**config.mk**
```make
export PLATFORM = sky130hd
export DESIGN_NAME = keypad_clock_core_flat
export DESIGN_NICKNAME = d
export VERILOG_FILES = /design/src/rtl/keypad_clock_core_if.sv /design/src/rtl/keypad_clock_core.sv /design/src/flat_wrapper.sv
export SDC_FILE = /design/constraint.sdc
export NUM_CORES = 1
export LEC_CHECK = 0
export BUFFER_PORTS_ARGS = -buffer_cell sky130_fd_sc_hd__buf_2
export CORE_UTILIZATION = 55
export DETAILED_ROUTE_END_ITERATION = 6
export PLACE_DENSITY_LB_ADDON = 0.3
export SLEW_MARGIN = 20
export SYNTH_ARGS = -nofsm -noshare
export SYNTH_HDL_FRONTEND = slang
export SYNTH_SLANG_ARGS = --single-unit
export TNS_END_PERCENT = 10
```
**constraint.sdc**
```tcl
create_clock -name clk -period 4.05 [get_ports clk]
set_input_delay 0.2025 -clock clk [delete_from_list [all_inputs] [get_ports clk]]
set_output_delay 0.2025 -clock clk [all_outputs]
set_load 0.03 [all_outputs]
```
**src/rtl/keypad_clock_core_if.sv**
```systemverilog
// ---------------------------------------------------------------------------
// keypad_clock_core_if
// Bundles the board-facing signals of keypad_clock_core.
//   set_mode  : DIP switch level, 1 = set mode, 0 = run mode
//   keypad    : one-hot digit keys, bit n = digit n, all-zero = no key
//   seg_data  : segment pattern for the digit currently enabled, 0 = blank
//   seg_com   : active-low digit enables
//   time_bcd  : committed time {h_ten,h_one,m_ten,m_one,s_ten,s_one}
//   tick_1s   : one-cycle pulse on each second increment
//   set_done  : one-cycle pulse when an edit commits
//   key_err   : one-cycle pulse when a key is rejected
// master drives the inputs (board / bench), slave is the clock core.
// ---------------------------------------------------------------------------
interface keypad_clock_core_if;
    logic        set_mode;
    logic [9:0]  keypad;
    logic [7:0]  seg_data;
    logic [7:0]  seg_com;
    logic [23:0] time_bcd;
    logic        tick_1s;
    logic        set_done;
    logic        key_err;

    modport master (
        output set_mode,
        output keypad,
        input  seg_data,
        input  seg_com,
        input  time_bcd,
        input  tick_1s,
        input  set_done,
        input  key_err
    );

    modport slave (
        input  set_mode,
        input  keypad,
        output seg_data,
        output seg_com,
        output time_bcd,
        output tick_1s,
        output set_done,
        output key_err
    );
endinterface

```
**src/rtl/keypad_clock_core.sv**
```systemverilog
// ---------------------------------------------------------------------------
// keypad_clock_core
// Running HH:MM:SS clock with keypad time-set and a multiplexed 6-digit
// 7-segment scan. Time advances once per CLK_HZ cycles in run mode. In set
// mode a shadow buffer is edited digit by digit with per-position range
// checks; the sixth valid digit commits the buffer into the running time.
// Ports:
//   clk  : clock
//   rst  : asynchronous, active-high reset
//   bus  : keypad_clock_core_if.slave (set_mode, keypad in; display, time
//          and status pulses out)
// Parameters:
//   CLK_HZ    : clk cycles per second
//   SCAN_DIV  : clk cycles each display slot is held (>=1)
//   BLINK_DIV : clk cycles per blink half-period in set mode (>=1)
//   MODE_12H  : 0 = 00..23 hours, 1 = 01..12 hours
// ---------------------------------------------------------------------------
module keypad_clock_core #(
    parameter int CLK_HZ    = 1000,
    parameter int SCAN_DIV  = 1,
    parameter int BLINK_DIV = 250,
    parameter bit MODE_12H  = 1'b0
) (
    input  logic                clk,
    input  logic                rst,
    keypad_clock_core_if.slave  bus
);

    localparam int PW = (CLK_HZ > 1)    ? $clog2(CLK_HZ)    : 1;
    localparam int SW = (SCAN_DIV > 1)  ? $clog2(SCAN_DIV)  : 1;
    localparam int BW = (BLINK_DIV > 1) ? $clog2(BLINK_DIV) : 1;
    localparam logic [PW-1:0] PRESC_TERM = PW'(CLK_HZ - 1);
    localparam logic [SW-1:0] SCAN_TERM  = SW'(SCAN_DIV - 1);
    localparam logic [BW-1:0] BLINK_TERM = BW'(BLINK_DIV - 1);
    localparam logic [23:0]   RESET_TIME = MODE_12H ? 24'h120000 : 24'h000000;

    // ---------------------------------------------------------------- helpers
    function automatic logic [7:0] seg_decode(input logic [3:0] d);
        logic [7:0] s;
        case (d)
            4'd0:    s = 8'h3F;
            4'd1:    s = 8'h06;
            4'd2:    s = 8'h5B;
            4'd3:    s = 8'h4F;
            4'd4:    s = 8'h66;
            4'd5:    s = 8'h6D;
            4'd6:    s = 8'h7D;
            4'd7:    s = 8'h07;
            4'd8:    s = 8'h7F;
            4'd9:    s = 8'h6F;
            default: s = 8'h00;
        endcase
        return s;
    endfunction

    function automatic logic [3:0] key_encode(input logic [9:0] k);
        logic [3:0] d;
        d = 4'd0;
        for (int i = 0; i < 10; i++) begin
            if (k[i]) begin
                d = 4'(i);
            end else begin
                d = d;
            end
        end
        return d;
    endfunction

    // Range check of a candidate digit at a cursor position; h_ten is the
    // buffer's hour-tens digit, already written earlier in the same edit.
    function automatic logic digit_ok(input logic [2:0] pos, input logic [3:0] d,
                                      input logic [3:0] h_ten);
        logic ok;
        case (pos)
            3'd0: ok = MODE_12H ? (d <= 4'd1) : (d <= 4'd2);
            3'd1: begin
                if (MODE_12H) begin
                    if (h_ten == 4'd0) begin
                        ok = (d >= 4'd1) && (d <= 4'd9);
                    end else begin
                        ok = (d <= 4'd2);
                    end
                end else begin
                    if (h_ten == 4'd2) begin
                        ok = (d <= 4'd3);
                    end else begin
                        ok = (d <= 4'd9);
                    end
                end
            end
            3'd2:    ok = (d <= 4'd5);
            3'd3:    ok = (d <= 4'd9);
            3'd4:    ok = (d <= 4'd5);
            3'd5:    ok = (d <= 4'd9);
            default: ok = 1'b0;
        endcase
        return ok;
    endfunction

    function automatic logic [7:0] hour_inc(input logic [3:0] ht, input logic [3:0] ho);
        logic [7:0] r;
        if (MODE_12H && (ht == 4'd1) && (ho == 4'd2)) begin
            r = 8'h01;
        end else if (!MODE_12H && (ht == 4'd2) && (ho == 4'd3)) begin
            r = 8'h00;
        end else if (ho == 4'd9) begin
            r = {ht + 4'd1, 4'd0};
        end else begin
            r = {ht, ho + 4'd1};
        end
        return r;
    endfunction

    function automatic logic [23:0] time_inc(input logic [23:0] t);
        logic [3:0] ht, ho, mt, mo, st, so;
        {ht, ho, mt, mo, st, so} = t;
        if (so != 4'd9) begin
            so = so + 4'd1;
        end else begin
            so = 4'd0;
            if (st != 4'd5) begin
                st = st + 4'd1;
            end else begin
                st = 4'd0;
                if (mo != 4'd9) begin
                    mo = mo + 4'd1;
                end else begin
                    mo = 4'd0;
                    if (mt != 4'd5) begin
                        mt = mt + 4'd1;
                    end else begin
                        mt = 4'd0;
                        {ht, ho} = hour_inc(ht, ho);
                    end
                end
            end
        end
        return {ht, ho, mt, mo, st, so};
    endfunction

    // ---------------------------------------------------------------- state
    logic [23:0]   time_r;
    logic [23:0]   buf_r;
    logic [2:0]    cursor_r;
    logic [PW-1:0] presc_r;
    logic          set_prev_r;
    logic [9:0]    keypad_prev_r;
    logic          set_done_r;
    logic          key_err_r;
    logic [SW-1:0] scan_cnt_r;
    logic [2:0]    slot_r;
    logic [BW-1:0] blink_cnt_r;
    logic          blink_off_r;
    logic [7:0]    seg_com_r;
    logic [7:0]    seg_data_r;

    logic          set_entry_s;
    logic          set_exit_s;
    logic          run_s;
    logic          tick_s;
    logic          one_hot_s;
    logic          key_evt_s;
    logic [3:0]    key_digit_s;
    logic          key_ok_s;
    logic [23:0]   buf_next_s;
    logic [23:0]   disp_src_s;
    logic [3:0]    slot_digit_s;
    logic [7:0]    com_next_s;
    logic [7:0]    data_next_s;

    // Mode transitions, tick and keypad event qualification.
    always_comb begin
        set_entry_s = bus.set_mode && !set_prev_r;
        set_exit_s  = !bus.set_mode && set_prev_r;
        // Run only when set_mode is low in both cycles, so the exit cycle
        // (prescaler restart) never ticks.
        run_s       = !bus.set_mode && !set_prev_r;
        tick_s      = run_s && (presc_r == PRESC_TERM);
        one_hot_s   = (bus.keypad != 10'd0) &&
                      ((bus.keypad & (bus.keypad - 10'd1)) == 10'd0);
        key_evt_s   = one_hot_s && (keypad_prev_r == 10'd0) &&
                      bus.set_mode && set_prev_r;
        key_digit_s = key_encode(bus.keypad);
        key_ok_s    = digit_ok(cursor_r, key_digit_s, buf_r[23:20]);
    end

    // Buffer with the keyed digit written at the cursor position.
    always_comb begin
        buf_next_s = buf_r;
        case (cursor_r)
            3'd0:    buf_next_s[23:20] = key_digit_s;
            3'd1:    buf_next_s[19:16] = key_digit_s;
            3'd2:    buf_next_s[15:12] = key_digit_s;
            3'd3:    buf_next_s[11:8]  = key_digit_s;
            3'd4:    buf_next_s[7:4]   = key_digit_s;
            3'd5:    buf_next_s[3:0]   = key_digit_s;
            default: buf_next_s = buf_r;
        endcase
    end

    // Timekeeping, set-mode editing and status pulses.
    always_ff @(posedge clk or posedge rst) begin
        if (rst) begin
            time_r        <= RESET_TIME;
            buf_r         <= RESET_TIME;
            cursor_r      <= 3'd0;
            presc_r       <= '0;
            set_prev_r    <= 1'b0;
            keypad_prev_r <= 10'd0;
            set_done_r    <= 1'b0;
            key_err_r     <= 1'b0;
        end else begin
            set_prev_r    <= bus.set_mode;
            keypad_prev_r <= bus.keypad;
            set_done_r    <= 1'b0;
            key_err_r     <= 1'b0;
            if (set_entry_s) begin
                buf_r    <= time_r;
                cursor_r <= 3'd0;
                presc_r  <= '0;
            end else if (set_exit_s) begin
                // Any partial edit is simply abandoned; time stays frozen.
                cursor_r <= 3'd0;
                presc_r  <= '0;
            end else if (key_evt_s) begin
                if (key_ok_s) begin
                    buf_r <= buf_next_s;
                    if (cursor_r == 3'd5) begin
                        time_r     <= buf_next_s;
                        set_done_r <= 1'b1;
                        cursor_r   <= 3'd0;
                        presc_r    <= '0;
                    end else begin
                        cursor_r <= cursor_r + 3'd1;
                    end
                end else begin
                    key_err_r <= 1'b1;
                end
            end else if (run_s) begin
                if (tick_s) begin
                    presc_r <= '0;
                    time_r  <= time_inc(time_r);
                end else begin
                    presc_r <= presc_r + PW'(1);
                end
            end else begin
                presc_r <= presc_r;
            end
        end
    end

    // Display slot sequencing and set-mode blink phase.
    always_ff @(posedge clk or posedge rst) begin
        if (rst) begin
            scan_cnt_r  <= '0;
            slot_r      <= 3'd0;
            blink_cnt_r <= '0;
            blink_off_r <= 1'b0;
        end else begin
            if (scan_cnt_r == SCAN_TERM) begin
                scan_cnt_r <= '0;
                slot_r     <= slot_r + 3'd1;
            end else begin
                scan_cnt_r <= scan_cnt_r + SW'(1);
            end
            if (set_entry_s || !set_prev_r) begin
                blink_cnt_r <= '0;
                blink_off_r <= 1'b0;
            end else if (blink_cnt_r == BLINK_TERM) begin
                blink_cnt_r <= '0;
                blink_off_r <= !blink_off_r;
            end else begin
                blink_cnt_r <= blink_cnt_r + BW'(1);
            end
        end
    end

    // Digit selection and segment pattern for the current slot.
    always_comb begin
        disp_src_s = set_prev_r ? buf_r : time_r;
        case (slot_r)
            3'd0:    slot_digit_s = disp_src_s[23:20];
            3'd1:    slot_digit_s = disp_src_s[19:16];
            3'd2:    slot_digit_s = disp_src_s[15:12];
            3'd3:    slot_digit_s = disp_src_s[11:8];
            3'd4:    slot_digit_s = disp_src_s[7:4];
            3'd5:    slot_digit_s = disp_src_s[3:0];
            default: slot_digit_s = 4'd0;
        endcase
        if (slot_r <= 3'd5) begin
            com_next_s = ~(8'h80 >> slot_r);
            if (set_prev_r && blink_off_r && (slot_r == cursor_r)) begin
                data_next_s = 8'h00;
            end else begin
                data_next_s = seg_decode(slot_digit_s);
            end
        end else begin
            com_next_s  = 8'hFF;
            data_next_s = 8'h00;
        end
    end

    // Registered display pins, one cycle behind the slot counter.
    always_ff @(posedge clk or posedge rst) begin
        if (rst) begin
            seg_com_r  <= 8'hFF;
            seg_data_r <= 8'h00;
        end else begin
            seg_com_r  <= com_next_s;
            seg_data_r <= data_next_s;
        end
    end

    assign bus.seg_com  = seg_com_r;
    assign bus.seg_data = seg_data_r;
    assign bus.time_bcd = time_r;
    // tick_1s is high during the terminal prescaler cycle; time_bcd follows
    // on the next cycle.
    assign bus.tick_1s  = tick_s;
    assign bus.set_done = set_done_r;
    assign bus.key_err  = key_err_r;

endmodule
```
**src/flat_wrapper.sv**
```systemverilog
// flat-port wrapper written by rule: the top's interface ports become plain ports
module keypad_clock_core_flat 
#(
    parameter int CLK_HZ    = 1000,
    parameter int SCAN_DIV  = 1,
    parameter int BLINK_DIV = 250,
    parameter bit MODE_12H  = 1'b0
)
  (clk, rst, bus_set_mode, bus_keypad, bus_seg_data, bus_seg_com, bus_time_bcd, bus_tick_1s, bus_set_done, bus_key_err);
  keypad_clock_core_if bus_i ();
  input  logic clk;
  input  logic rst;
  input wire logic [$bits(bus_i.set_mode)-1:0] bus_set_mode;
  input wire logic [$bits(bus_i.keypad)-1:0] bus_keypad;
  output wire logic [$bits(bus_i.seg_data)-1:0] bus_seg_data;
  output wire logic [$bits(bus_i.seg_com)-1:0] bus_seg_com;
  output wire logic [$bits(bus_i.time_bcd)-1:0] bus_time_bcd;
  output wire logic [$bits(bus_i.tick_1s)-1:0] bus_tick_1s;
  output wire logic [$bits(bus_i.set_done)-1:0] bus_set_done;
  output wire logic [$bits(bus_i.key_err)-1:0] bus_key_err;
  assign bus_i.set_mode = bus_set_mode;
  assign bus_i.keypad = bus_keypad;
  assign bus_seg_data = bus_i.seg_data;
  assign bus_seg_com = bus_i.seg_com;
  assign bus_time_bcd = bus_i.time_bcd;
  assign bus_tick_1s = bus_i.tick_1s;
  assign bus_set_done = bus_i.set_done;
  assign bus_key_err = bus_i.key_err;
  keypad_clock_core #(.CLK_HZ(CLK_HZ), .SCAN_DIV(SCAN_DIV), .BLINK_DIV(BLINK_DIV), .MODE_12H(MODE_12H)) u_core (.clk(clk), .rst(rst), .bus(bus_i));
endmodule
```
# Word-level counts from Yosys, hierarchy flattened

Memories as Yosys holds them, arrays and structs flattened.
Cells that the tools add are included.

Add/subtract/negate cells: 12
Multipliers: 0
Div/mod/pow operators: 0
Magnitude comparators: 5
Equal/unequal tests: 30
Shifts and indexed selects: 1
Mux-type cells: 77
Bitwise logic cells: 4
Reduce and logical (&&, ||, !) cells: 40

Operators with widths:

| cell                                                                     | number |
|---|---|
| 24-bit 2-to-1 mux                                                        | 10 |
| 4-bit 2-to-1 mux                                                         | 32 |
| 10-bit 2-to-1 mux                                                        | 7 |
| 8-bit 2-to-1 mux                                                         | 7 |
| 4-bit by 1-bit adder with 4-bit output (second input constant)           | 6 |
| 4-bit one-hot mux with 6 select lines                                    | 1 |
| 10-bit zero test                                                         | 2 |
| 3-bit 2-to-1 mux                                                         | 5 |
| 1-bit 2-to-1 mux                                                         | 14 |
| 3-bit by 2-bit equality test with 1-bit output (second input constant)   | 4 |
| 3-bit equality test (second input constant)                              | 4 |
| 4-bit by 2-bit equality test with 1-bit output (second input constant)   | 3 |
| 1-bit logical AND                                                        | 11 |
| 11-bit AND reduction                                                     | 1 |
| 10-bit by 1-bit adder with 10-bit output (second input constant)         | 1 |
| 10-bit bitwise AND                                                       | 1 |
| 10-bit equality test (second input constant)                             | 1 |
| 2-bit by 1-bit inequality test with 1-bit output (second input constant) | 5 |
| 10-bit AND reduction                                                     | 1 |
| 10-bit nonzero test                                                      | 1 |
| 2-bit nonzero test                                                       | 5 |
| 10-bit by 1-bit subtractor with 10-bit output (second input constant)    | 1 |
| 9-bit AND reduction                                                      | 1 |
| 3-bit nonzero test                                                       | 3 |
| other kinds (29)                                                         | 42 |

Register bits after elaboration: 103
Latch bits: 0
RAM bits: 0
Bits in read-only memories: 112
Input bits: 13
Output and inout port bits: 43
Word-level logic and storage cells: 189
Memories: 1

Memories:

| memory          | words | width | read ports | clocked after Yosys merged registers in | write ports | RTL line                | text |
|---|---|---|---|---|---|---|---|
| (no name shown) | 16    | 7     | 1          | 0                                       | 0           | keypad_clock_core.sv:40 | `case (d)` |

# Longest topological paths before layout

Gate-level depths: netlist of run 1.

Word-level depth: 16
Gate-level depth with buffers: 13
Mapped depth without buffers: 11

# Worst setup path after synthesis of run 1

No wires, ideal clock.

Kind: reg2reg
Start point: register u_core.set_prev_r
End point: register u_core.time_r[3] (netlist: u_core.bus.time_bcd[3])
Data arrival time: 3.703 ns
Slack: 0.223 ns
Cell stages (with the launch flop): 11
Path buffers: 3
Clock period less this slack: 3.827 ns
Cells stage by stage: dfrtp_1 clkbuf_1 buf_2 clkbuf_1 inv_1 ha_1 nand4_1 nor4_1 o21ai_2 a21oi_1 mux2_2

Longest elaborated chain between the ends: 5
Elaborated cells between the ends (all ways): 14
Those cells by class: 2 x eq/ne; 1 x mux; 2 x bitwise; 9 x reduce/logical

Ends and longest elaborated chain:

| element                       | RTL line                 | text |
|---|---|---|
| start: declaration            | keypad_clock_core.sv:146 | `logic set_prev_r;` |
| start signal: assignment      | keypad_clock_core.sv:213 | `set_prev_r <= bus.set_mode;` |
| 1-bit zero test               | keypad_clock_core.sv:177 | `run_s = !bus.set_mode && !set_prev_r;` |
| 1-bit logical AND             | keypad_clock_core.sv:177 |  |
| 1-bit logical AND             | keypad_clock_core.sv:178 | `tick_s = run_s && (presc_r == PRESC_TERM);` |
| via bus_tick_1s               | flat_wrapper.sv:18       | `output wire logic [$bits(bus_i.tick_1s)-1:0] bus_tick_1s;` |
| 2-bit nonzero test (no line)  | --                       |  |
| 6-bit AND reduction (no line) | --                       |  |
| end signal: assignment        | keypad_clock_core.sv:229 | `time_r <= buf_next_s;` |
| end signal: assignment        | keypad_clock_core.sv:242 | `time_r <= time_inc(time_r);` |
| end: declaration              | keypad_clock_core.sv:142 | `logic [23:0] time_r;` |

The timed path passes the listed nets, and every way through them passes these cells.
A chain may end at the register's enable or synchronous reset.

# Worst setup path after layout of run 1

Start point: register u_core.set_prev_r
End point: register u_core.time_r[21] (netlist: u_core.bus.time_bcd[21])

Longest elaborated chain between the ends: 5
Elaborated cells between the ends (all ways): 19
Those cells by class: 6 x eq/ne; 1 x mux; 2 x bitwise; 10 x reduce/logical

Ends and longest elaborated chain:

| element                        | RTL line |
|---|---|
| 1-bit zero test                | keypad_clock_core.sv:173, keypad_clock_core.sv:177 |
| 1-bit logical AND              | keypad_clock_core.sv:177 |
| 1-bit logical AND              | keypad_clock_core.sv:178 |
| 2-bit nonzero test (no line)   | -- |
| 11-bit AND reduction (no line) | -- |

Parallel ways exist; a longest one is shown, timed or not.

==> results of run 1 <==
[routing by layer]
layer | vias up | wire (um) | part of all wire, %
met3 | 46 | 1330 | 7.4
met4 | 0 | 583 | 3.2
met5 | - | 0 | 0
li1 | 2719 | - | -
met1 | 2950 | 7590 | 42
met2 | 294 | 8470 | 47
[power groups by stage]
stage	clock network [mW]	logic (mW)	registers, mW
finish	0.820	0.264	1.10
global route	0.871	0.290	1.11
CTS	0.829	0.261	1.10
detailed placement	0	0.259	1.12
global placement	0	0.252	1.12
floorplan	0	0.167	1.13
[sequential cells by signal, summed over array words and instances (netlist names)]
signal                cells
u_core.buf_r             24
u_core.bus.time_bcd      24
u_core.keypad_prev_r     10
u_core.presc_r           10
u_core.blink_cnt_r        8
u_core.bus.seg_com        7
u_core.bus.seg_data       7
u_core.cursor_r           3
u_core.slot_r             3
u_core.blink_off_r        1
u_core.bus.key_err        1
u_core.bus.set_done       1
u_core.set_prev_r         1
[area by class of cell]
type / count / area, um2
clock buffer: 10 / 229
inverter: 38 / 148
tap: 143 / 179
fill: 944 / 4310
multi-input combinational: 525 / 3600
timing repair buffer: 70 / 390
clock inverter: 6 / 51.3
sequential: 100 / 2510
[stage by stage]
step | total power [mW] | setup slack (ns) | instances | utilization, % | area [um2]
after CTS | 2.19 | 1.16 | 892 | 62.3 | 7110
after global routing | 2.27 | 0.979 | 892 | 62.3 | 7110
after global placement | 1.37 | 0.877 | 876 | 59.8 | 6830
after floorplan | 1.30 | 0.223 | 704 | - | 6430
final | 2.19 | 1.08 | 892 | 62.3 | 7110
after detailed placement | 1.38 | 0.809 | 876 | 59.8 | 6830
[worst max-delay path: cells and delay by family (launching register included)]
family | cells | cell delay (ns)
buffers and inverters | 1 | 0.13
DFF | 1 | 0.40
and+or+nand+nor | 4 | 1.67
muxes | 1 | 0.29
adders and majority gates | 1 | 0.36
[synthesized netlist by cell type, types with 7 or more instances]
| master | number | area share (%) |
|---|---|---|
| sky130_fd_sc_hd__nand2b_1 | 11 | 1.1 |
| sky130_fd_sc_hd__clkbuf_1 | 31 | 1.8 |
| sky130_fd_sc_hd__o21ai_0 | 36 | 2.8 |
| sky130_fd_sc_hd__a21oi_1 | 28 | 2.2 |
| sky130_fd_sc_hd__a211oi_1 | 8 | 0.93 |
| sky130_fd_sc_hd__o211ai_1 | 8 | 0.93 |
| sky130_fd_sc_hd__mux2i_1 | 27 | 4.2 |
| sky130_fd_sc_hd__or3_1 | 12 | 1.2 |
| sky130_fd_sc_hd__mux2_2 | 9 | 1.6 |
| sky130_fd_sc_hd__a22o_1 | 13 | 1.8 |
| sky130_fd_sc_hd__o22ai_1 | 8 | 0.78 |
| sky130_fd_sc_hd__ha_1 | 20 | 3.9 |
| sky130_fd_sc_hd__nor3_1 | 23 | 1.8 |
| sky130_fd_sc_hd__nand4_1 | 12 | 1.2 |
| sky130_fd_sc_hd__dfstp_2 | 7 | 2.9 |
| sky130_fd_sc_hd__nor2_1 | 43 | 2.5 |
| sky130_fd_sc_hd__nand3_1 | 32 | 2.5 |
| sky130_fd_sc_hd__a22oi_1 | 11 | 1.3 |
| sky130_fd_sc_hd__dfrtp_1 | 93 | 36 |
| sky130_fd_sc_hd__nand2_1 | 58 | 3.4 |
| sky130_fd_sc_hd__inv_1 | 38 | 2.2 |
| sky130_fd_sc_hd__o31ai_1 | 18 | 2.1 |
| sky130_fd_sc_hd__nor2b_1 | 7 | 0.68 |
[kinds of logic after synthesis]
logic type | after synthesis | synth area share [%]
mux | 41 | 7.36
flops | 100 | 39.1
simple gates | 250 | 20.5
compound gates | 202 | 22.7
buf+inv | 79 | 4.96
xor+xnor | 9 | 1.23
other cells | 2 | 0.117
fa+ha+maj | 21 | 4.05
[worst paths after layout]
path | endpoint | slack [ns] | depth (start not counted)
setup reg to reg | u_core.bus.time_bcd[21] | 1.08 | 7
hold / removal | u_core.blink_cnt_r[5] | -0.03 | 2
max in group asynchronous | u_core.bus.seg_com[5] | 3.28 | 3
hold reg to reg | u_core.blink_cnt_r[0] | 0.50 | 1
min in group clk | u_core.keypad_prev_r[1] | 0.02 | 1
setup / recovery | u_core.bus.time_bcd[21] | 1.08 | 7
==> run summary, run 1 <==
The hold-fix buffer count after cts is 0. The met3 track demand over resource came out at 5.94%. The tightest min-delay check is of the in2async type. For this block, the routed nets add up to 18,000 um of wire. The worst-case IR drop observed on VDD is 0.251 mV. The post-synthesis net count is 737. The average routed wire per standard cell is 20.2 um. The number of top-level pins is 56. The combinational power share is 12.0%. The final max-slew violation count came out at 0.

The number of vias per cell came out at 6.74. The number of inserted diodes is 0. Of the synthesized area, sequential elements account for 39.1%. The worst setup path is captured at a flop. The number of resized instances in the post-cts repair step came out at 0. The overflow left after global routing came out at 0. The aggregate negative setup slack came out at 0 ns. The number of buffers inserted to repair setup after CTS is 0. Hold timing on the final database bottoms out at a slack of -0.0349 ns.

The worst endpoint required time came out at 4.29 ns. The die is 110 um tall. At the pin with the least slew margin, the transition time is 0.771 ns.

The internal power component is 1.57 mW. Headroom to the max-slew limit came out at 48.1%. The tree built by TritonCTS fans out to 100 sinks. In this run the mean area of a mapped cell was 9.13 um2. The synthesis-to-finish area growth came out at 10.7%. The start point of the critical path is u_core.set_prev_r.

The final reports fail on hold timing. The maximum clock skew at final layout came out at 0.00618 ns. The number of violations reported at the end of detailed-routing iteration 0 came out at 637. The port buffer count is 54. The stage delay of the slowest cell on the critical path is 0.64 ns.

The slowest stage of the critical path belongs to the cell sky130_fd_sc_hd__nor4_1. The layout net count is 777. Once the floorplan was initialized, standard cells occupied 56.3% of the core.

In this run, CTS created clock tree buffers numbering 9. The number of antenna violations at the first check in global routing is 0. Leaving out fill and tap cells, the most frequent cells in the layout are sky130_fd_sc_hd__dfrtp_1 (93), sky130_fd_sc_hd__nand2_1 (58), sky130_fd_sc_hd__buf_2 (54).

The launching point of the worst reg2reg path is u_core.set_prev_r. The portion of total power attributed to sequential cells is 50.4%. The timing-limited maximum frequency is 336 MHz. The number of search-and-repair iterations in the first detailed-routing pass is 5.

The aggregate global-route resource usage came out at 31.3%. The cell sitting at the root of the clock tree is a sky130_fd_sc_hd__clkbuf_16. The final period demand of the worst path is 2.97 ns. The maximum number of pins on one net before global-route repair is 81. Dividing the final minimum period by the clock period gives 73.5%.

The global-route wire length before repair is 28,800 um. In this run switching power makes up 28.1% of total power. The core area is 11,400 um2. The post-detailed-route count of antenna-violating nets is 0. The data arrival time of the worst path is 3.21 ns. The total DRC errors in the routed layout is 0. Max-cap violations in this run came to 0.

The via count of the first global-routing pass came out at 5,505. The clock share of power came out at 37.5%. The count of warnings emitted by yosys came out at 0.

The final-report setup violation count came out at 0. After clock tree synthesis, the clock-pin slew on the worst setup and hold paths is 0.07 ns. The initialized floorplan defines 39 standard-cell rows. The number of endpoints with negative hold slack in the final report is 28. The async set-reset flop share out of synthesis is 100%. The maximum buffer depth of the clock tree is 2.

The number of enable-type register cells in the synthesized netlist came out at 0. The later-pin clock latency in the skew report is 0.35 ns. The worst setup path is launched from a flop. The commonest register cell after synthesis is sky130_fd_sc_hd__dfrtp_1. The largest fanout on the critical path is 11. The signal on the critical path passes through inv_1, ha_1, nand2b_1, nor4_1, nand2_1, and2_1, mux2_2. After synthesis the cells add up to 6430 um2. The chip width came out at 110 um. The met1 layer usage reported by global route is 41.7%. The global placer's final weighted congestion is 0.981. The HPWL after detailed placement is 12,900 um. The H-tree was split into 3 levels. Global routing consumed, on the met2 layer, 49.3% of the routing resources. In this run the static leakage power is 3.01 nW. The routed layout has 6,009 vias. The number of distinct library cell variants in the gate-level netlist after synthesis came out at 81. The floorplan step defined a die boundary enclosing 12,100 um2. The fraction of final layout cells sized beyond drive strength 1 came out at 16.6%. The register bit count reported by yosys came out at 100. The most common library cell in the layout ignoring fill and taps is sky130_fd_sc_hd__dfrtp_1. The global routing stage identified its most utilized layer as met2. The worst setup path is of the reg2reg kind. The run finished, with violations left. The power per cell area came out at 308 nW/um2. The CTS tree is yes. The net switching power is 615 uW. The post-synthesis instance total is 704. Setup repair after global routing left no endpoint under its margin.
Power figures use the tool's default switching activity.
==> run 2, diff against run 1 <==
Settings changed: ABC_AREA set to 1, CORE_UTILIZATION 55 to 54.
Clock period 4.05 ns to 2.71 ns, I/O delays scaled along.
==> run 2 against run 1 <==
The flow finishes with violations (DRC). Clock-buffer cell count is 6 higher. Via count is 0.33% higher. Register-to-register slack worse by 0.84 ns. Clock skew is 0.00061 ns higher. Largest power group unchanged. Sequential power is 56% higher.
==> run summary, run 2 <==
The synthesized cell area came out at 6210 um2. The library cell used most frequently in the layout, excluding fill and tap cells, is sky130_fd_sc_hd__nand2_1. The initial core utilization came out at 56.3%. The aggregate negative setup slack is 0 ns. The layout net count came out at 968. Dividing the detail-routed via count by the number of cells gives 5.58. The maximum buffer depth of the clock tree is 2.

The most common cell in the synthesized netlist is sky130_fd_sc_hd__nand2_1. Counting instances in the post-synthesis netlist gives the leading cell types as sky130_fd_sc_hd__nand2_1 (200), sky130_fd_sc_hd__o21ai_0 (125), sky130_fd_sc_hd__inv_1 (111). The clock transition time at the flip-flop clock pins of the worst setup and hold paths is 0.07 ns.

The H-tree was split into 3 levels. The largest total area in the synthesized netlist belongs to sky130_fd_sc_hd__dfrtp_1. The portion of synthesized cell area occupied by the leading cell type came out at 37.5%.

Across the VDD grid, the largest voltage drop is 0.469 mV. The via count of the first global-routing pass is 5,432. On the critical path, the stage with the largest delay is an instance of sky130_fd_sc_hd__dlygate4sd3_1. The share of the Yosys chip area taken by registers is 40.5%. The final max-slew violation count is 0. Setup repair after global routing left no endpoint under its margin. The final period demand of the worst path is 2.49 ns.

The number of enable-type register cells in the synthesized netlist came out at 0. The total half-perimeter wirelength after legalization and detailed placement came out at 11,500 um. The global-route wire length before repair is 26,200 um. 56 I/O pins were placed. Power spread over the standard cell area amounts to 515 nW/um2. Clock tree synthesis found a total of 100 sinks. The launching point of the worst reg2reg path is u_core.slot_r[1].

The worst endpoint required time is 2.92 ns. The count of warnings emitted by yosys is 0. The routed layout has 6,029 vias. The number of endpoints with negative hold slack in the final report was 0. In this run the worst hold path is classified as in2async. Measured against its own limit, the worst slew margin works out to 60.0%. The family of cells with the greatest summed delay on the critical path is buffers and inverters. Setup slack closes at 0.216 ns. The post-synthesis instance total came out at 864. Dividing the detail-routed wire length by the instance count gives 14.8 um.

The fraction of final layout cells sized beyond drive strength 1 is 13.4%. Data arrives at the worst endpoint at 2.70 ns. The number of search-and-repair iterations in the first detailed-routing pass is 7. TritonCTS built the clock tree.

The chip width is 109 um. The number of violations reported at the end of detailed-routing iteration 0 is 540. At the end of routability-driven placement, the weighted congestion stood at 0.948.

The final-layout fill cell count is 979. The fraction of the core area covered by cells at the end of the flow came out at 64.7%. In this run the critical register-to-register path is captured at u_core.bus.seg_data[2]. The reported max-cap violation count is 0.

The total DRC errors in the routed layout came out at 1. By area the synthesized netlist is led by sky130_fd_sc_hd__dfrtp_1 (37%), sky130_fd_sc_hd__nand2_1 (12%), sky130_fd_sc_hd__o21ai_0 (10%). The depth of the worst register-to-register path came out at 13.

The timing-limited maximum frequency came out at 401 MHz. The signal on the critical path passes through dlygate4sd3_1, buf_2, nor2_2, nand2_2, nor2_1, nand2_1, nand3_1, nor2_2, buf_4, a21oi_1, nor2_1, inv_2, o21ai_0. The die footprint is 11,900 um2. The post-synthesis net count came out at 897.

The worst path buffer plus inverter count is 4. The register bit count reported by yosys is 100. The synthesis-to-finish area growth came out at 15.0%. On the worst path, the slowest cell contributes a delay of 0.56 ns. The static leakage power came out at 3.46 nW. The port buffer count is 54.

The number of distinct library cell variants in the gate-level netlist after synthesis came out at 44. The core area came out at 11,000 um2. The most used flip-flop cell after synthesis is sky130_fd_sc_hd__dfrtp_1.

In the layout the commonest cells are sky130_fd_sc_hd__nand2_1 (200), sky130_fd_sc_hd__o21ai_0 (125), sky130_fd_sc_hd__inv_1 (110). The root buffer selected by CTS is sky130_fd_sc_hd__clkbuf_16. The largest fanout on the critical path is 37. The average cell area after synthesis is 7.18 um2. The run finished, with violations left. The clock buffer count from CTS came out at 9. The global routing stage identified its most utilized layer as met2.

The checks that failed: DRC. The async set-reset flop share out of synthesis is 100%. Across all register-to-register paths, the minimum setup slack is 0.24 ns.

The y dimension of the die is 109 um. In the global route stage, met1 resource usage came out at 38.6%. Across the routed clock network, the largest skew measured is 0.00679 ns. In the global route stage, met2 resource usage came out at 45.3%.

The transition time at the pin with the least slew margin came out at 0.600 ns. The post-detailed-route count of antenna-violating nets is 0. Summed over all layers, the routed wires come to 16,000 um. After layout, the worst path uses 92.0% of the clock period. The maximum number of pins on one net before global-route repair is 52. The total area of multi-input combinational cells is 3140 um2. Setup violations remaining at the end of the flow were counted as 0.

In this run the number of cells on the critical path is 13. The number of resized instances in the post-cts repair step is 0. The worst setup path is of the in2reg kind. The number of antenna violations at the first check in global routing is 0.

The worst setup path is launched from an input pin. STA classifies the critical path endpoint as a flop. The met3 track demand over resource is 6.16%. At the placement stage, the worst setup path has a slack of 0.364 ns. The area taken by flip-flops and latches came out at 2510 um2. The count of standard-cell rows came out at 38. The overflow left after global routing is 0. The later-pin clock latency in the skew report came out at 0.35 ns. 0 antenna diodes ended up in the layout. Across all hold checks on the routed design, the worst slack comes to 0.325 ns. Global routing used 28.8% of the available tracks.
## run 2: cell count changes after synthesis, sizes merged, moves of 13 or more
cell    delta
nand2    +149
o21ai    +107
inv       +80
nor2      +36
mux2i     -26
nand3     +20
clkbuf    -17
o31ai     -14
a22o      -13
## run 2: final cells by class
| cell class | count | share of cell area, % |
|---|---|---|
| clock buffers | 16 | 4.37 |
| inverters | 120 | 6.37 |
| multi-input cells | 621 | 44.0 |
| flip-flops and latches | 100 | 35.2 |
| well taps | 140 | 2.45 |
| repair buffers | 83 | 7.61 |
## run 2: timing repair
item,4_1_cts,5_1_grt
setup buffers,0,0
hold endpoints to repair,25,0
endpoints found under the setup margin,0,0
hold buffers,12,0
## run 2: routing by layer
metal,part of all wire (%),wire (um),up-vias
li1,-,-,2973
met1,44,7040,2801
met3,8.0,1280,31
met2,45,7220,224
met4,2.6,412,0
met5,0,0,-
## run 2: worst max-delay path by stage
stage                       from                      end  slack (ns)
3_3_place_gp    u_core.slot_r[1]   u_core.bus.seg_data[3]        0.39
4_1_cts            bus_keypad[1]  u_core.bus.time_bcd[22]        0.24
2_1_floorplan  u_core.set_prev_r   u_core.bus.seg_data[3]        0.54
3_5_place_dp    u_core.slot_r[1]   u_core.bus.seg_data[6]        0.36
6_report           bus_keypad[6]         u_core.buf_r[11]        0.22
5_1_grt            bus_keypad[1]  u_core.bus.time_bcd[19]        0.01
## run 2: logic make-up after synthesis
group | Yosys count | synth area share [%]
buf+inv | 143 | 8.95
fa+ha+maj | 20 | 4.03
simple gates | 380 | 27.1
mux | 1 | 0.161
xor+xnor | 9 | 1.27
other cells | 2 | 0.121
flops | 100 | 40.5
compound gates | 209 | 17.9
## run 2: power breakdown
group | total, mW | switching [mW] | internal [mW]
registers | 1.72 | 0.0906 | 1.63
logic | 0.629 | 0.415 | 0.213
clock network | 1.32 | 0.549 | 0.775
total | 3.68 | 1.06 | 2.62
## run 2: worst min-delay path: stages
cell and delay [ns]:
sky130_fd_sc_hd__dlygate4sd3_1 0.53, sky130_fd_sc_hd__buf_2 0.13, sky130_fd_sc_hd__clkinvlp_4 0.27
## run 2: through the flow
step           cells  cell area [um2]  total power, mW
2_1_floorplan    864             6210             2.17
3_3_place_gp    1052             6700             2.34
3_5_place_dp    1052             6700             2.35
4_1_cts         1080             7140             3.69
5_1_grt         1080             7140             3.85
6_report        1080             7140             3.68
==> run 3, diff against run 2 <==
Settings changed: CELL_PAD_IN_SITES_DETAIL_PLACEMENT set to 1, CELL_PAD_IN_SITES_GLOBAL_PLACEMENT set to 1, CORE_UTILIZATION 54 to 40.
==> run 3 against run 2 <==
The flow now finishes without violations. Combinational power up 2%. Hold slack better by 0.074 ns. Utilization down 17 points. Register-to-register slack better by 0.05 ns. Die area up 34%. Critical path type unchanged. Largest cell class unchanged.
==> run summary, run 3 (synthesized netlist as in run 2, its figures left out) <==
The run finished with clean final reports. The worst setup slack for register-to-register paths is 0.29 ns. The final cycle utilization of the critical path is 93.6%. Once the floorplan was initialized, standard cells occupied 41.0% of the core. The maximum clock skew at final layout came out at 0.00932 ns. The global-route wire length before repair came out at 31,600 um. The CTS tree is yes. The cell sitting at the root of the clock tree is a sky130_fd_sc_hd__clkbuf_16.

The maximum number of pins on one net before global-route repair is 42. The worst endpoint required time is 2.96 ns. For this run, design rule violations remaining after detail routing come to 0.

The static leakage power is 3.46 nW. The clock buffer count from CTS came out at 9. The global placer's final weighted congestion is 0.867.

The chip width came out at 127 um. The average routed wire per standard cell is 17.0 um. The timing-limited maximum frequency is 394 MHz.

The fraction of the core area covered by cells at the end of the flow came out at 47.6%. The reported max-cap violation count is 0. The tightest min-delay check is of the in2async type. The clock transition time at the flip-flop clock pins of the worst setup and hold paths came out at 0.07 ns. The count of standard-cell rows is 45. The worst setup path is captured at a flop. The worst register-to-register path begins at u_core.slot_r[2]. The worst-case IR drop observed on VDD is 0.310 mV. The layout net count is 971. The number of endpoints with negative hold slack in the final report is 0. The library cell used most frequently in the layout, excluding fill and tap cells, is sky130_fd_sc_hd__nand2_1. For this run, the total global-route usage over all layers was measured as 25.5%. The pre-antenna-repair detailed-routing pass consisted of 5 iterations.

The number of antenna violations at the first check in global routing is 0. The via count of the first global-routing pass is 5,899. The overflow left after global routing came out at 0. The number of top-level pins is 56. In the layout the commonest cells are sky130_fd_sc_hd__nand2_1 (198), sky130_fd_sc_hd__o21ai_0 (125), sky130_fd_sc_hd__inv_1 (110). The later-pin clock latency in the skew report came out at 0.36 ns. The depth of the CTS H-tree is 3. The total routed wirelength is 19,200 um. The aggregate negative setup slack is 0 ns. The final-report setup violation count is 0. The largest fanout on the critical path came out at 7. Setup repair after global routing left no endpoint under its margin.

Cells with a size suffix above 1 make up 14.1% of the layout. The start point of the critical path is bus_keypad[5]. The power per cell area is 516 nW/um2. The die covers 16,000 um2. The number of inserted diodes is 0.

The number of sinks on the clock net is 100. The detail route stage leaves a number of antenna-violating nets equal to 0. The final period demand of the worst path is 2.54 ns. The transition time at the pin with the least slew margin is 0.613 ns. STA classifies the critical path startpoint as an input pin. The synthesis-to-finish area growth came out at 16.2%. In this run the tightest slew margin relative to its limit is 59.1%. The number of violations reported at the end of detailed-routing iteration 0 is 301. The setup path with the least slack is of type in2reg.

Using the TritonRoute via totals, the vias-per-cell ratio works out to 5.33. The maximum buffer depth of the clock tree came out at 2. The total half-perimeter wirelength after legalization and detailed placement is 14,300 um.

The port buffer count came out at 54. The final max-slew violation count came out at 0. At the worst endpoint, the arrival time is 2.79 ns.

Across all layers, the routed design uses 6,026 vias. The y dimension of the die came out at 127 um. The core region is 15,100 um2.
run 3: changes by cell type in the layout (fill, tap and decap cells not counted):
cell                         delta
sky130_fd_sc_hd__nand2_1        -2
sky130_fd_sc_hd__clkbuf_8       -4
sky130_fd_sc_hd__buf_4          +4
sky130_fd_sc_hd__nor2_1         -1
sky130_fd_sc_hd__nor2_4         +1
sky130_fd_sc_hd__a21oi_1        -1
sky130_fd_sc_hd__clkinv_2       +2
sky130_fd_sc_hd__clkinvlp_4     +1
sky130_fd_sc_hd__a21oi_2        +1
sky130_fd_sc_hd__buf_12         -1
sky130_fd_sc_hd__bufinv_16      +1
sky130_fd_sc_hd__nand2_2        +2
run 3: metal layers:
metal | share of wire [%] | up-vias | wire (um) | global-route usage (%)
met2 | 47 | 125 | 9030 | 41.4
met5 | 0 | - | 0 | 0
met1 | 47 | 2901 | 9070 | 35.2
li1 | - | 2972 | - | -
met3 | 3.5 | 28 | 670 | 2.78
met4 | 2.2 | 0 | 419 | 9.57
run 3: per-stage QoR:
step                      cell area, um2  hold WS (ns)  worst slack (ns)  instances  total power, mW
after detailed placement            6770         0.240             0.317       1103             2.38
final                               7210         0.398             0.174       1131             3.72
after global placement              6770         0.225             0.331       1103             2.36
after floorplan                     6210         0.167             0.535        864             2.17
after CTS                           7200         0.408             0.180       1131             3.76
after global routing                7210         0.463           0.00225       1131             3.91
run 3: power breakdown:
part	leakage, nW	internal, mW	switching (mW)
logic	2.08	0.213	0.426
registers	1.23	1.63	0.0989
clock network	0.149	0.764	0.586
run 3: what timing repair did:
action | CTS | global route
setup buffers | 0 | 0
hold buffers | 12 | 0
gates resized for setup | 0 | 5
hold endpoints to repair | 32 | 0
endpoints found under the setup margin | 0 | 24
run 3: cell type report:
| type | count | area [um2] |
|---|---|---|
| well taps | 188 | 235 |
| fillers | 1947 | 7930 |
| inverters | 120 | 454 |
| flip-flops and latches | 100 | 2510 |
| repair buffers | 86 | 553 |
| multi-input cells | 621 | 3160 |
| clock buffers | 12 | 256 |
| clock inverters | 4 | 47.5 |
run 3: path summary, 6_finish.rpt:
check                                                to  cells after the start
worst max register to register   u_core.bus.seg_data[3]                     11
worst max-delay path            u_core.bus.time_bcd[19]                     15
worst min register to register    u_core.blink_cnt_r[0]                      1
worst min-delay path            u_core.keypad_prev_r[3]                      3
max in group asynchronous         u_core.bus.seg_com[4]                      4
min in group clk                u_core.keypad_prev_r[9]                      2
run 3: worst max-delay path, cell delays in order:
cell                            delay (ns)
sky130_fd_sc_hd__dlygate4sd3_1        0.55
sky130_fd_sc_hd__buf_2                0.17
sky130_fd_sc_hd__nor2_2               0.15
sky130_fd_sc_hd__nand2_2              0.09
sky130_fd_sc_hd__nor2_1               0.20
sky130_fd_sc_hd__nand2_1              0.16
sky130_fd_sc_hd__nand3_1              0.14
sky130_fd_sc_hd__nor2_2               0.07
sky130_fd_sc_hd__buf_4                0.17
sky130_fd_sc_hd__nor2_1               0.33
sky130_fd_sc_hd__inv_1                0.23
sky130_fd_sc_hd__nand3_2              0.18
sky130_fd_sc_hd__nand2_1              0.08
sky130_fd_sc_hd__nand2_1              0.08
sky130_fd_sc_hd__inv_1                0.04
